===== src/rtl/sync_route_issuer.sv =====
// Request queue feeding a two-way selector: one drive pulse per queued destination, then wait for free.
// Optional watchdog abort in WAIT is compiled in with `define ROUTE_ISSUER_TIMEOUT_EN.
module sync_route_issuer #(
  parameter int DEPTH   = 4,
  parameter int TIMEOUT = 255
) (
  input  logic       clk,
  input  logic       rst,
  input  logic       i_valid,
  output logic       o_ready,
  input  logic       i_dest,
  output logic       o_drive,
  output logic [1:0] o_select,
  input  logic       i_free,
  output logic       o_busy,
  output logic [7:0] o_issued0,
  output logic [7:0] o_issued1,
  output logic       o_timeout,
  output logic [1:0] dbgState
);

  if (DEPTH < 2 || DEPTH > 16 || (DEPTH & (DEPTH - 1)) != 0) begin : gBadDepth
    $error("sync_route_issuer: DEPTH must be a power of two in 2..16");
  end
  if (TIMEOUT < 1 || TIMEOUT > 255) begin : gBadTimeout
    $error("sync_route_issuer: TIMEOUT must be in 1..255");
  end

  localparam int AW = $clog2(DEPTH);
  localparam logic [AW:0] FULL_COUNT = (AW + 1)'(DEPTH);

  typedef enum logic [1:0] {
    IDLE  = 2'd0,
    DRIVE = 2'd1,
    WAIT  = 2'd2
  } stateType;

  stateType       state, stateNext;
  logic [1:0]     selectReg, selectNext;
  logic [DEPTH-1:0] destMem;
  logic [AW-1:0]  wrPtr, rdPtr;
  logic [AW:0]    count;
  logic           full, empty, push, pop, popDone, wdExpire, headDest;

  // Handshake: a request transfers on any rising edge where i_valid and o_ready
  // are both high; o_ready comes only from the registered count, never from i_valid.
  assign full     = (count == FULL_COUNT);
  assign empty    = (count == '0);
  assign o_ready  = !full;
  assign push     = i_valid && !full;
  assign pop      = popDone || wdExpire;
  assign headDest = destMem[rdPtr];

  always_ff @(posedge clk) begin
    if (push) destMem[wrPtr] <= i_dest;
  end

  always_ff @(posedge clk) begin
    if (rst) begin
      wrPtr <= '0;
      rdPtr <= '0;
      count <= '0;
    end else begin
      if (push) wrPtr <= wrPtr + 1'b1;
      if (pop)  rdPtr <= rdPtr + 1'b1;
      case ({push, pop})
        2'b10:   count <= count + 1'b1;
        2'b01:   count <= count - 1'b1;
        default: count <= count;
      endcase
    end
  end

`ifdef ROUTE_ISSUER_TIMEOUT_EN
  logic [7:0] wdCount;
  logic       timeoutFlag;

  // Expiry only counts when i_free is absent, so a late free still completes normally.
  assign wdExpire  = (state == WAIT) && !i_free && (wdCount == 8'(TIMEOUT - 1));
  assign o_timeout = timeoutFlag;

  always_ff @(posedge clk) begin
    if (rst) begin
      wdCount     <= '0;
      timeoutFlag <= 1'b0;
    end else begin
      if (state == DRIVE) wdCount <= '0;
      else if (state == WAIT && !i_free) wdCount <= wdCount + 8'd1;
      if (wdExpire) timeoutFlag <= 1'b1;
    end
  end
`else
  assign wdExpire  = 1'b0;
  assign o_timeout = 1'b0;
`endif

  always_ff @(posedge clk) begin
    if (rst) begin
      state     <= IDLE;
      selectReg <= 2'b00;
      o_issued0 <= 8'd0;
      o_issued1 <= 8'd0;
    end else begin
      state     <= stateNext;
      selectReg <= selectNext;
      if (popDone) begin
        if (headDest) o_issued1 <= o_issued1 + 8'd1;
        else          o_issued0 <= o_issued0 + 8'd1;
      end
    end
  end

  // The head entry stays in the FIFO until completion, so headDest is stable through WAIT.
  always_comb begin
    stateNext  = state;
    selectNext = selectReg;
    popDone    = 1'b0;
    case (state)
      IDLE: begin
        if (!empty) begin
          stateNext  = DRIVE;
          selectNext = headDest ? 2'b10 : 2'b01;
        end
      end
      DRIVE: stateNext = WAIT;
      WAIT: begin
        if (i_free) begin
          popDone    = 1'b1;
          stateNext  = IDLE;
          selectNext = 2'b00;
        end else if (wdExpire) begin
          stateNext  = IDLE;
          selectNext = 2'b00;
        end
      end
      default: begin
        stateNext  = IDLE;
        selectNext = 2'b00;
      end
    endcase
  end

  assign o_drive  = (state == DRIVE);
  assign o_select = selectReg;
  assign o_busy   = (state != IDLE);
  assign dbgState = state;

endmodule


===== config.mk =====
export PLATFORM = sky130hd
export DESIGN_NAME = sync_route_issuer
export DESIGN_NICKNAME = d
export VERILOG_FILES = /design/src/rtl/sync_route_issuer.sv
export SDC_FILE = /design/constraint.sdc
export NUM_CORES = 1
export LEC_CHECK = 0
export CAP_MARGIN = 20
export CORE_MARGIN = 2
export CORE_UTILIZATION = 55
export CTS_CLUSTER_DIAMETER = 150
export CTS_CLUSTER_SIZE = 25
export DETAILED_ROUTE_END_ITERATION = 10
export PLACE_DENSITY = 0.84
export SYNTH_ARGS = -nofsm -noshare
export SYNTH_HDL_FRONTEND = slang
export SYNTH_SLANG_ARGS = --single-unit

===== constraint.sdc =====
create_clock -name clk -period 6.2 [get_ports clk]
set_clock_uncertainty 0.15 [all_clocks]
set_input_delay 1.24 -clock clk [delete_from_list [all_inputs] [get_ports clk]]
set_output_delay 1.24 -clock clk [all_outputs]
set_load 0.005 [all_outputs]

### Word-level counts from Yosys, hierarchy flattened

Index checks and enable logic that the tools add are counted.

* word-level logic and storage cells: 51
* flip-flop bits (word level): 31
* input bits: 5
* output and inout port bits: 24

* add/subtract/negate cells: 6
* mux-type cells: 14
* magnitude comparators: 3
* reductions and logical operators: 11
* eq/ne operators: 7
* bitwise logic cells: 2

Operators with widths (count)
* 8-bit by 1-bit adder with 8-bit output (second input constant): 2
* 2-bit case mux with 3 select lines: 2
* 2-bit 2-to-1 mux: 4
* 2-bit by 3-bit < comparator with 1-bit output (second input constant): 2
* 3-bit case mux with 2 select lines: 1
* 2-bit AND reduction: 3
* 2-bit by 1-bit adder with 2-bit output (second input constant): 2
* 4-bit bitwise mux: 1
* 2-bit by 1-bit == test with 1-bit output (second input constant): 2
* 2-bit == test (second input constant): 2
* 1-bit 2-to-1 mux: 4
* 2-bit != test (second input constant): 2
* 2-bit nonzero test: 2
* 3-bit by 1-bit adder with 3-bit output (second input constant): 1
* 3-bit == test (second input constant): 1
* 3-bit zero test: 1
* 3-bit AND reduction: 1
* 3-bit by 1-bit subtractor with 3-bit output (second input constant): 1
* 1-bit binary-select mux with 2-bit select: 1
* 1-bit demux with 2-bit select: 1
* 2-bit by 1-bit >= comparator with 1-bit output (second input constant): 1
* 1-bit logical AND: 2
* 2-bit zero test: 1
* 1-bit inverter: 2
* 1-bit zero test: 1

### Depth between registers and ports, before layout

Gate-level depths: netlist of run 1.

* depth in word-level cells: 5
* depth in mapped cells: 9

### Worst setup path before layout of run 1

No wires, ideal clock.

* kind: in2reg
* start: in i_free
* end: reg count[2]
* cell stages on the path: 9
* arrival time: 2.983 ns
* slack: 2.997 ns
* cells stage by stage: nand3b_1 -> inv_1 -> buf_2 -> ha_1 -> inv_1 -> fa_1 -> xor2_1 -> or3_1 -> a21oi_1

* longest elaborated chain between the ends: 4
* elaborated cells on any way between the ends: 6
* those cells by class: 2 x eq/ne; 3 x mux; 1 x reduce/logical

RTL lines
* start, declared: RTL line 14 `input logic i_free,`
* 1-bit 2-to-1 mux (*): RTL line 127 `if (i_free) begin`
* 1-bit 2-to-1 mux (*): RTL line 118 `case (state)`
* via pop: RTL line 43 `logic full, empty, push, pop, popDone, wdExpire, headDest;`
* 2-bit by 1-bit == test with 1-bit output or 2-bit == test (tied branches): RTL line 66 `case ({push, pop})`
* 3-bit case mux with 2 select lines or 2-bit nonzero test (tied branches)
* end signal, assigned: RTL line 67 `2'b10: count <= count + 1'b1;`
* end signal, assigned: RTL line 68 `2'b01: count <= count - 1'b1;`
* end signal, assigned: RTL line 69 `default: count <= count;`
* end, declared: RTL line 42 `logic [AW:0] count;`

The timed path passes the listed nets; every way through them passes the cells marked *.
A chain may end at the register's enable or synchronous reset.

### Final worst setup path of run 1

* start: in i_free
* end: reg count[2]

* longest elaborated chain between the ends: 4
* elaborated cells on any way between the ends: 6
* those cells by class: 2 x eq/ne; 3 x mux; 1 x reduce/logical

RTL lines (RTL line)
* 1-bit 2-to-1 mux (*): 127
* 1-bit 2-to-1 mux (*): 118
* 2-bit by 1-bit == test with 1-bit output or 2-bit == test (tied branches): 66
* 3-bit case mux with 2 select lines or 2-bit nonzero test (tied branches)

Mark *: on every way between the ends. The rest lies on a longest branch, timed or not.

==> flow_summary.ini, run 1 <==
[run_status]
status = finished, final reports clean

[synthesis]
synth_top_area_frac = 0.3459
syn_area_um2 = 1563
ys_seq_area_frac = 0.4227
synthSimpleGateAreaFrac = 0.2346
synth_cells = 169
synth-main-ff-cell = dfxtp_1
syn_avg_cell_area_um2 = 9.247
yosys_warnings = 0
post-synth-top-area-cell = dfxtp_1
synth_edf_count = 4
synth_mux_area_frac = 0.05765
synthAdderAreaFrac = 0.06886
synthTopCellsByArea = dfxtp_1 (35%), edfxtp_1 (7.7%), a21oi_1 (5.8%)
synth_seq_cells = 31
synth-compound-area-share = 0.1353
synthXorXnorAreaFrac = 0.01681
async_flop_share = 0
synth_cell_types = 39
syn_nets = 182
synth_top_family_by_area = simple AND/OR/NAND/NOR gates

[grt]
grt_pass1_vias = 1138
overflow = 0
grt_max_degree = 34
grtUsageTotal = 0.2001
grt_pass1_wl_mm = 5.043
antenna_found_initial = 0

[critical_path]
path_class = input pin to register
cp_max_fo = 16
regToRegSetupSlack_ns = 3.40
timing.rr.start = dbgState[1]
endpoint_kind = register
reg2reg_to = count[2]
cp.arrival_ns = 3.82
start_kind = input pin
crit_required_ns = 6.30
worstRegToRegCells = 8

[place]
gp_congestion = 0.7306
placed_area_um2 = 1821
place_ws_ns = 2.136
port-buffer-count = 27
dpl.hpwl_mm = 2.152

[finish]
final_layout_size_suffix_gt1_frac = 0.1026
area_growth_syn_to_layout_pct = 20.42
n_antenna_cell = 0
final_net_count = 207
fin_area_um2 = 1882

[routing]
avgViaCountPerCell = 5.739
dr.pass1.iters = 4
route.detailed.drc = 0
num_vias = 1297
drt_wl_total_mm = 3.059
drtAntennaViolNets = 0
avgRoutedWirePerCell_um = 13.54
drtIter0Drc = 82

[timing]
fin_crit_ns = 3.716
setup_viol = 0
post-route-period-util = 0.5994
clock.fmax_mhz = 269.1
hold_viol = 0
fin_ws_ns = 2.484
worst_slew_pin_slew_ns = 0.6490
maxSlewViolCount = 0
holdWs_ns = 0.3452
rsz0062_at_grt = no
setup_tns_ns = 0
relSlewSlack = 0.5660

[clock_tree]
cts_num_sinks = 31
cts_made_buffers = 5
clock_latency_ns = 0.34
cts_tree = built
post-cts-setup-buffer-count = 0
cts.clk_slew.worst_paths_ns = 0.09
cts-root-buf = clkbuf_4
h-tree-depth = 2
hold_buffers = 0
clock_path_buffers = 2
cts_resized = 0

[flow_run]
max_cap_violations = 0

[power]
p_per_area_nw_per_um2 = 214.5
power.leakage_nw = 0.6982
peakVddDrop_uv = 186.6
power_mw = 0.4036

[floorplanning]
dieArea_um2 = 3284
die_height_um = 57.31
initial_core_util = 0.5716
die_x_um = 57.31
pin_count = 29
core.rowCount = 19
coreArea_um2 = 2734

[min_path]
hold_depth = 2
hp-start = o_select[0]
holdPathEnd = o_select[0]
hold_path.class = register to register
## per-layer routing
| layer | GRT usage | vias up | share of wire |
|---|---|---|---|
| met5 | 0 | - | 0 |
| met4 | 0.06977 | 0 | 0.015 |
| met3 | 0.06803 | 5 | 0.044 |
| met2 | 0.3465 | 29 | 0.51 |
| met1 | 0.2302 | 607 | 0.43 |
| li1 | - | 656 | - |
## worst max-delay path by stage
stage                           to  startpoint  cells after the start
final                     count[2]      i_free                      9
after global routing      count[2]      i_free                      9
after global placement    count[2]      i_free                      9
after CTS                 count[2]      i_free                      9
after floorplan           count[2]      i_free                      9
after detailed placement  count[2]      i_free                      9
## sequential cells by signal, indices dropped and copies added, names as in the netlist
signal	flops
o_issued0	8
o_issued1	8
destMem	4
count	3
dbgState	2
o_select	2
rdPtr	2
wrPtr	2
## power breakdown
part | internal (mW) | switching [mW] | total (mW)
Combinational | 0.0338 | 0.0354 | 0.0691
Sequential | 0.213 | 0.00990 | 0.223
Clock | 0.0441 | 0.0670 | 0.111
Total | 0.291 | 0.112 | 0.404
## cell families after synthesis
kind of cell,after synthesis
compound gates,35
simple gates,62
xor+xnor,3
buf+inv,22
flops,31
mux,7
fa+ha+maj,8
other cells,1
## metrics by stage
stage	util	std cells
6_report	0.6883	226
5_1_grt	0.6883	226
4_1_cts	0.6842	225
3_5_place_dp	0.6659	217
3_3_place_gp	0.6659	217
2_1_floorplan	-	169
## layout make-up
cell class / count / area, µm²
clock buffer: 7 / 45.04
fill: 221 / 852.1
tap: 31 / 38.79
timing repair buffer: 28 / 281.5
sequential: 31 / 660.6
inverter: 12 / 45.04
clock inverter: 1 / 5.005
multi-input combinational: 116 / 805.8
## critical path, cell delays in order
cell             delay (ns)
clkdlybuf4s50_1        0.53
nand3b_1               0.26
inv_1                  0.46
ha_1                   0.27
inv_1                  0.06
fa_1                   0.37
xor2_1                 0.16
or3_1                  0.31
a21oi_1                0.16
## cell usage in the layout, fill, tap and decap left out, types with 4 or more instances in the layout
cell | netlist | layout
dfxtp_1 | 27 | 27
mux2_2 | 6 | 6
and3_1 | 7 | 7
nor2_1 | 12 | 12
o21ai_0 | 5 | 5
nor2b_1 | 7 | 7
ha_1 | 7 | 7
clkdlybuf4s50_1 | 0 | 27
inv_1 | 12 | 12
clkbuf_4 | 0 | 5
a21oi_1 | 18 | 18
nand3_1 | 6 | 6
nand4_1 | 6 | 6
edfxtp_1 | 4 | 4
or4_1 | 4 | 4
## synthesized netlist by cell type, drive strengths merged (6+ instances only)
cell type / number
and3: 7
nor2: 12
nand3: 6
inv: 12
a21oi: 18
dfxtp: 27
ha: 7
nand4: 6
mux2: 6
nor2b: 7
(Power assumes the default switching activity.)
==> run 2, diff against run 1 <==
- CORE_UTILIZATION: 55 -> 46
- PLACE_DENSITY: 0.84 -> 0.75
- clock period: 6.2 -> 3.2 ns (I/O delays scaled with it)
==> flow_summary.ini, run 2 (synthesized netlist as in run 1, its figures left out) <==
[grt]
antenna_found_initial = 0
grtUsageTotal = 0.1745
grt_pass1_wl_mm = 5.444
overflow = 0
grt_pass1_vias = 1261
grt_max_degree = 29

[place]
placed_area_um2 = 1862
dp_cells = 235
port-buffer-count = 27
gp_congestion = 0.7145
place_ws_ns = 0.3348
dpl.hpwl_mm = 2.259

[timing]
fin_crit_ns = 2.568
clock.fmax_mhz = 389.4
worst_slew_pin_slew_ns = 0.7485
post-route-period-util = 0.8024
hold_viol = 0
maxSlewViolCount = 0
setup_viol = 0
holdWs_ns = 0.3510
relSlewSlack = 0.4994
setup_tns_ns = 0
fin_ws_ns = 0.6322
rsz0062_at_grt = no

[power]
intPower_mw = 0.6339
switching_power_mw = 0.2257
power.leakage_nw = 0.7237
power_mw = 0.8596
p_per_area_nw_per_um2 = 442.4
switching_share = 0.2626
power_frac_seq = 0.504
p_clk_frac = 0.337
peakVddDrop_uv = 226.1
power_frac_comb = 0.159

[finish]
fin_util = 0.5869
fin_cells = 243
n_antenna_cell = 0
top_regs = o_issued0 (8), o_issued1 (8), destMem (4)
most-common-layout-cells = dfxtp_1 (27), clkdlybuf4s50_1 (27), a21oi_1 (18)
final_net_count = 209
final_layout_size_suffix_gt1_frac = 0.1218
area_growth_syn_to_layout_pct = 24.34
fin_area_um2 = 1943

[routing]
avgViaCountPerCell = 5.535
dr.pass1.iters = 4
drtIter0Drc = 64
route.detailed.drc = 0
avgRoutedWirePerCell_um = 13.23
num_vias = 1345
drtAntennaViolNets = 0
drt_wl_total_mm = 3.214

[critical_path]
endpoint_kind = register
path_class = input pin to register
crit_required_ns = 3.31
start_kind = input pin
cp_max_fo = 4
cp.arrival_ns = 2.68

[clock_tree]
cts.clk_slew.worst_paths_ns = 0.10
hold_buffers = 0
cts-root-buf = clkbuf_4
h-tree-depth = 2
cts_tree = built
clock_latency_ns = 0.33
clock_path_buffers = 2
cts_made_buffers = 5
post-cts-setup-buffer-count = 0
cts_num_sinks = 31
cts_resized = 0

[floorplanning]
pin_count = 29
coreArea_um2 = 3311
die_x_um = 62.29
core.rowCount = 21
initial_core_util = 0.4720
die_height_um = 62.29
dieArea_um2 = 3879

[flow_run]
max_cap_violations = 0

[run_status]
status = finished, final reports clean

[min_path]
hold_path.class = register to register
## run 2: changes by cell type in the layout (fill, tap and decap cells not counted), sizes merged
| cell | before | now |
|---|---|---|
| buf | 1 | 3 |
## run 2: power by group through the flow
| stage | registers (mW) | logic, mW | clock network, mW |
|---|---|---|---|
| 2_1_floorplan | 0.439 | 0.0848 | 0 |
| 3_3_place_gp | 0.440 | 0.130 | 0 |
| 3_5_place_dp | 0.442 | 0.137 | 0 |
| 4_1_cts | 0.434 | 0.137 | 0.296 |
| 5_1_grt | 0.437 | 0.152 | 0.316 |
| 6_report | 0.433 | 0.136 | 0.290 |
## run 2: critical path, cell delays in order
cell	delay (ns)
clkdlybuf4s50_1	0.54
nand3b_1	0.14
inv_1	0.12
ha_1	0.19
inv_1	0.07
fa_1	0.37
xor2_1	0.16
or3_1	0.31
a21oi_1	0.15
## run 2: final cells by class
class | instances | area (µm²)
Clock buffer | 7 | 76.32
Multi-Input combinational cell | 116 | 805.8
Sequential cell | 31 | 660.6
Tap cell | 46 | 57.56
Fill cell | 306 | 1368
Timing Repair Buffer | 30 | 292.8
Inverter | 12 | 45.04
Clock inverter | 1 | 5.005
## run 2: metal layers
| layer | global-route usage | part of all wire |
|---|---|---|
| met1 | 0.1883 | 0.44 |
| met2 | 0.3288 | 0.51 |
| met3 | 0.03986 | 0.035 |
| met4 | 0.06667 | 0.015 |
| met5 | 0 | 0 |
## run 2: final timing paths
path | from | slack, ns | endpoint | cells after the start
worst max-delay path | i_free | 0.63 | count[2] | 9
worst min-delay path | o_select[1] | 0.35 | o_select[1] | 2
worst max register to register | count[2] | 0.68 | count[2] | 8
worst min register to register | o_select[1] | 0.35 | o_select[1] | 2
==> run 3, diff against run 2 <==
- clock period: 3.2 -> 2.3 ns (I/O delays scaled with it)
==> flow_summary.ini, run 3 (synthesized netlist as in run 1, its figures left out) <==
[place]
gp_congestion = 0.7751
port-buffer-count = 27
dp_cells = 240
placed_area_um2 = 1916
dpl.hpwl_mm = 2.302

[min_path]
hold_path.class = register to register
hp-start = o_select[0]
holdPathEnd = o_select[0]
hold_depth = 2

[floorplanning]
core.rowCount = 21
die_x_um = 62.29
dieArea_um2 = 3879
initial_core_util = 0.4720
die_height_um = 62.29
coreArea_um2 = 3311
pin_count = 29

[critical_path]
cp_slowest_cell = or3b_4
crit_required_ns = 2.41
path_class = register to register
start_kind = register
endpoint_kind = register
reg2reg_to = count[2]
cp.arrival_ns = 2.38
regToRegSetupSlack_ns = 0.03
crit_path_cell_trace = or3b_4, nand2_4, ha_4, inv_1, fa_2, xor2_2, or3_4, a21oi_2
worstRegToRegCells = 8
cp_slowest_stage_delay_ns = 0.42
cp_max_fo = 4
timing.rr.start = count[1]

[grt]
grtUsageTotal = 0.1875
grt_pass1_wl_mm = 5.775
overflow = 0
grt_pass1_vias = 1329
antenna_found_initial = 0
grt_max_degree = 34

[run_status]
status = finished, final reports clean

[clock_tree]
h-tree-depth = 2
clock_latency_ns = 0.33
clock_path_buffers = 2
cts-root-buf = clkbuf_4
cts_num_sinks = 31
cts.clk_slew.worst_paths_ns = 0.08
cts_tree = built
cts_made_buffers = 5
hold_buffers = 0

[timing]
relSlewSlack = 0.6420
rsz0062_at_grt = yes
hold_viol = 0
setup_viol = 0
fin_crit_ns = 2.271
worst_slew_pin_slew_ns = 0.5329
maxSlewViolCount = 0
post-route-period-util = 0.9876
clock.fmax_mhz = 440.3
setup_tns_ns = 0

[finish]
n_antenna_cell = 0
fillCellCount = 299
layout_commonest_cell = clkdlybuf4s50_1
fin_area_um2 = 1997
area_growth_syn_to_layout_pct = 27.78
top_regs = o_issued0 (8), o_issued1 (8), destMem (4)
final_layout_size_suffix_gt1_frac = 0.1881
most-common-layout-cells = clkdlybuf4s50_1 (26), dfxtp_1 (23), a21oi_1 (17)
final_net_count = 215
fin_cells = 248

[routing]
route.detailed.drc = 0
dr.pass1.iters = 4
drtAntennaViolNets = 0
avgRoutedWirePerCell_um = 13.41
num_vias = 1331
drtIter0Drc = 55
avgViaCountPerCell = 5.367
drt_wl_total_mm = 3.326

[flow_run]
max_cap_violations = 0

[power]
peakVddDrop_uv = 305.9
p_per_area_nw_per_um2 = 555.7
power.leakage_nw = 0.7349
-- run 3: cell count changes in the layout (fill, tap and decap cells not counted), sizes merged --
cell           before  now
clkinv              1    0
clkdlybuf4s50      27   26
buf                 3    9
dlygate4sd2         0    1
-- run 3: how the worst max path moves through the flow --
stage               slack, ns     start  endpoint
finish                   0.03  count[1]  count[2]
global route            -0.05  count[1]  count[2]
CTS                      0.03  count[1]  count[2]
detailed placement      -0.28    i_free  count[2]
global placement        -0.17    i_free  count[2]
floorplan                0.02  count[2]  count[2]
-- run 3: report_power, final --
part,switching [mW],total [mW],internal (mW)
Sequential,0.0268,0.604,0.578
Clock,0.174,0.289,0.115
Combinational,0.108,0.216,0.108
Total,0.309,1.11,0.801
-- run 3: timing repair --
item | CTS | global route
setup endpoints to repair | 1 | 1
gates resized for setup | 3 | 7
setup buffers | 0 | 1
pin swaps | 0 | 1
-- run 3: metal layers --
layer	vias to the layer above	share of wire	track usage
li1	669	-	-
met1	636	0.42	0.2007
met2	20	0.52	0.3302
met3	6	0.042	0.06703
met4	0	0.019	0.08611
met5	-	0	0
-- run 3: through the flow --
stage	utilization	hold WS (ns)	power, mW	setup slack, ns
after CTS	0.5926	0.3465	1.116	0.02521
final	0.6032	0.3423	1.110	0.02861
after global placement	0.5786	0.3255	0.8060	-0.1730
after floorplan	-	0.3136	0.7367	0.02044
after detailed placement	0.5786	0.3348	0.8224	-0.2778
after global routing	0.6032	0.3894	1.178	-0.05230
-- run 3: layout make-up --
type | count | area (µm²) | area share
Multi-Input combinational cell | 116 | 847.1 | 0.4242
Timing Repair Buffer | 36 | 336.6 | 0.1685
Tap cell | 46 | 57.56 | 0.02882
Inverter | 12 | 45.04 | 0.02256
Clock buffer | 7 | 45.04 | 0.02256
Sequential cell | 31 | 665.6 | 0.3333
-- run 3: critical path, delay by kind of cell, from the launching register on --
family,cells,cell delay (ns)
AOI/OAI and AO/OA,1,0.13
adders and majority gates,2,0.48
buffers and inverters,1,0.05
DFF,1,0.34
and+or+nand+nor,3,0.90
xor gates and xnor gates,1,0.16
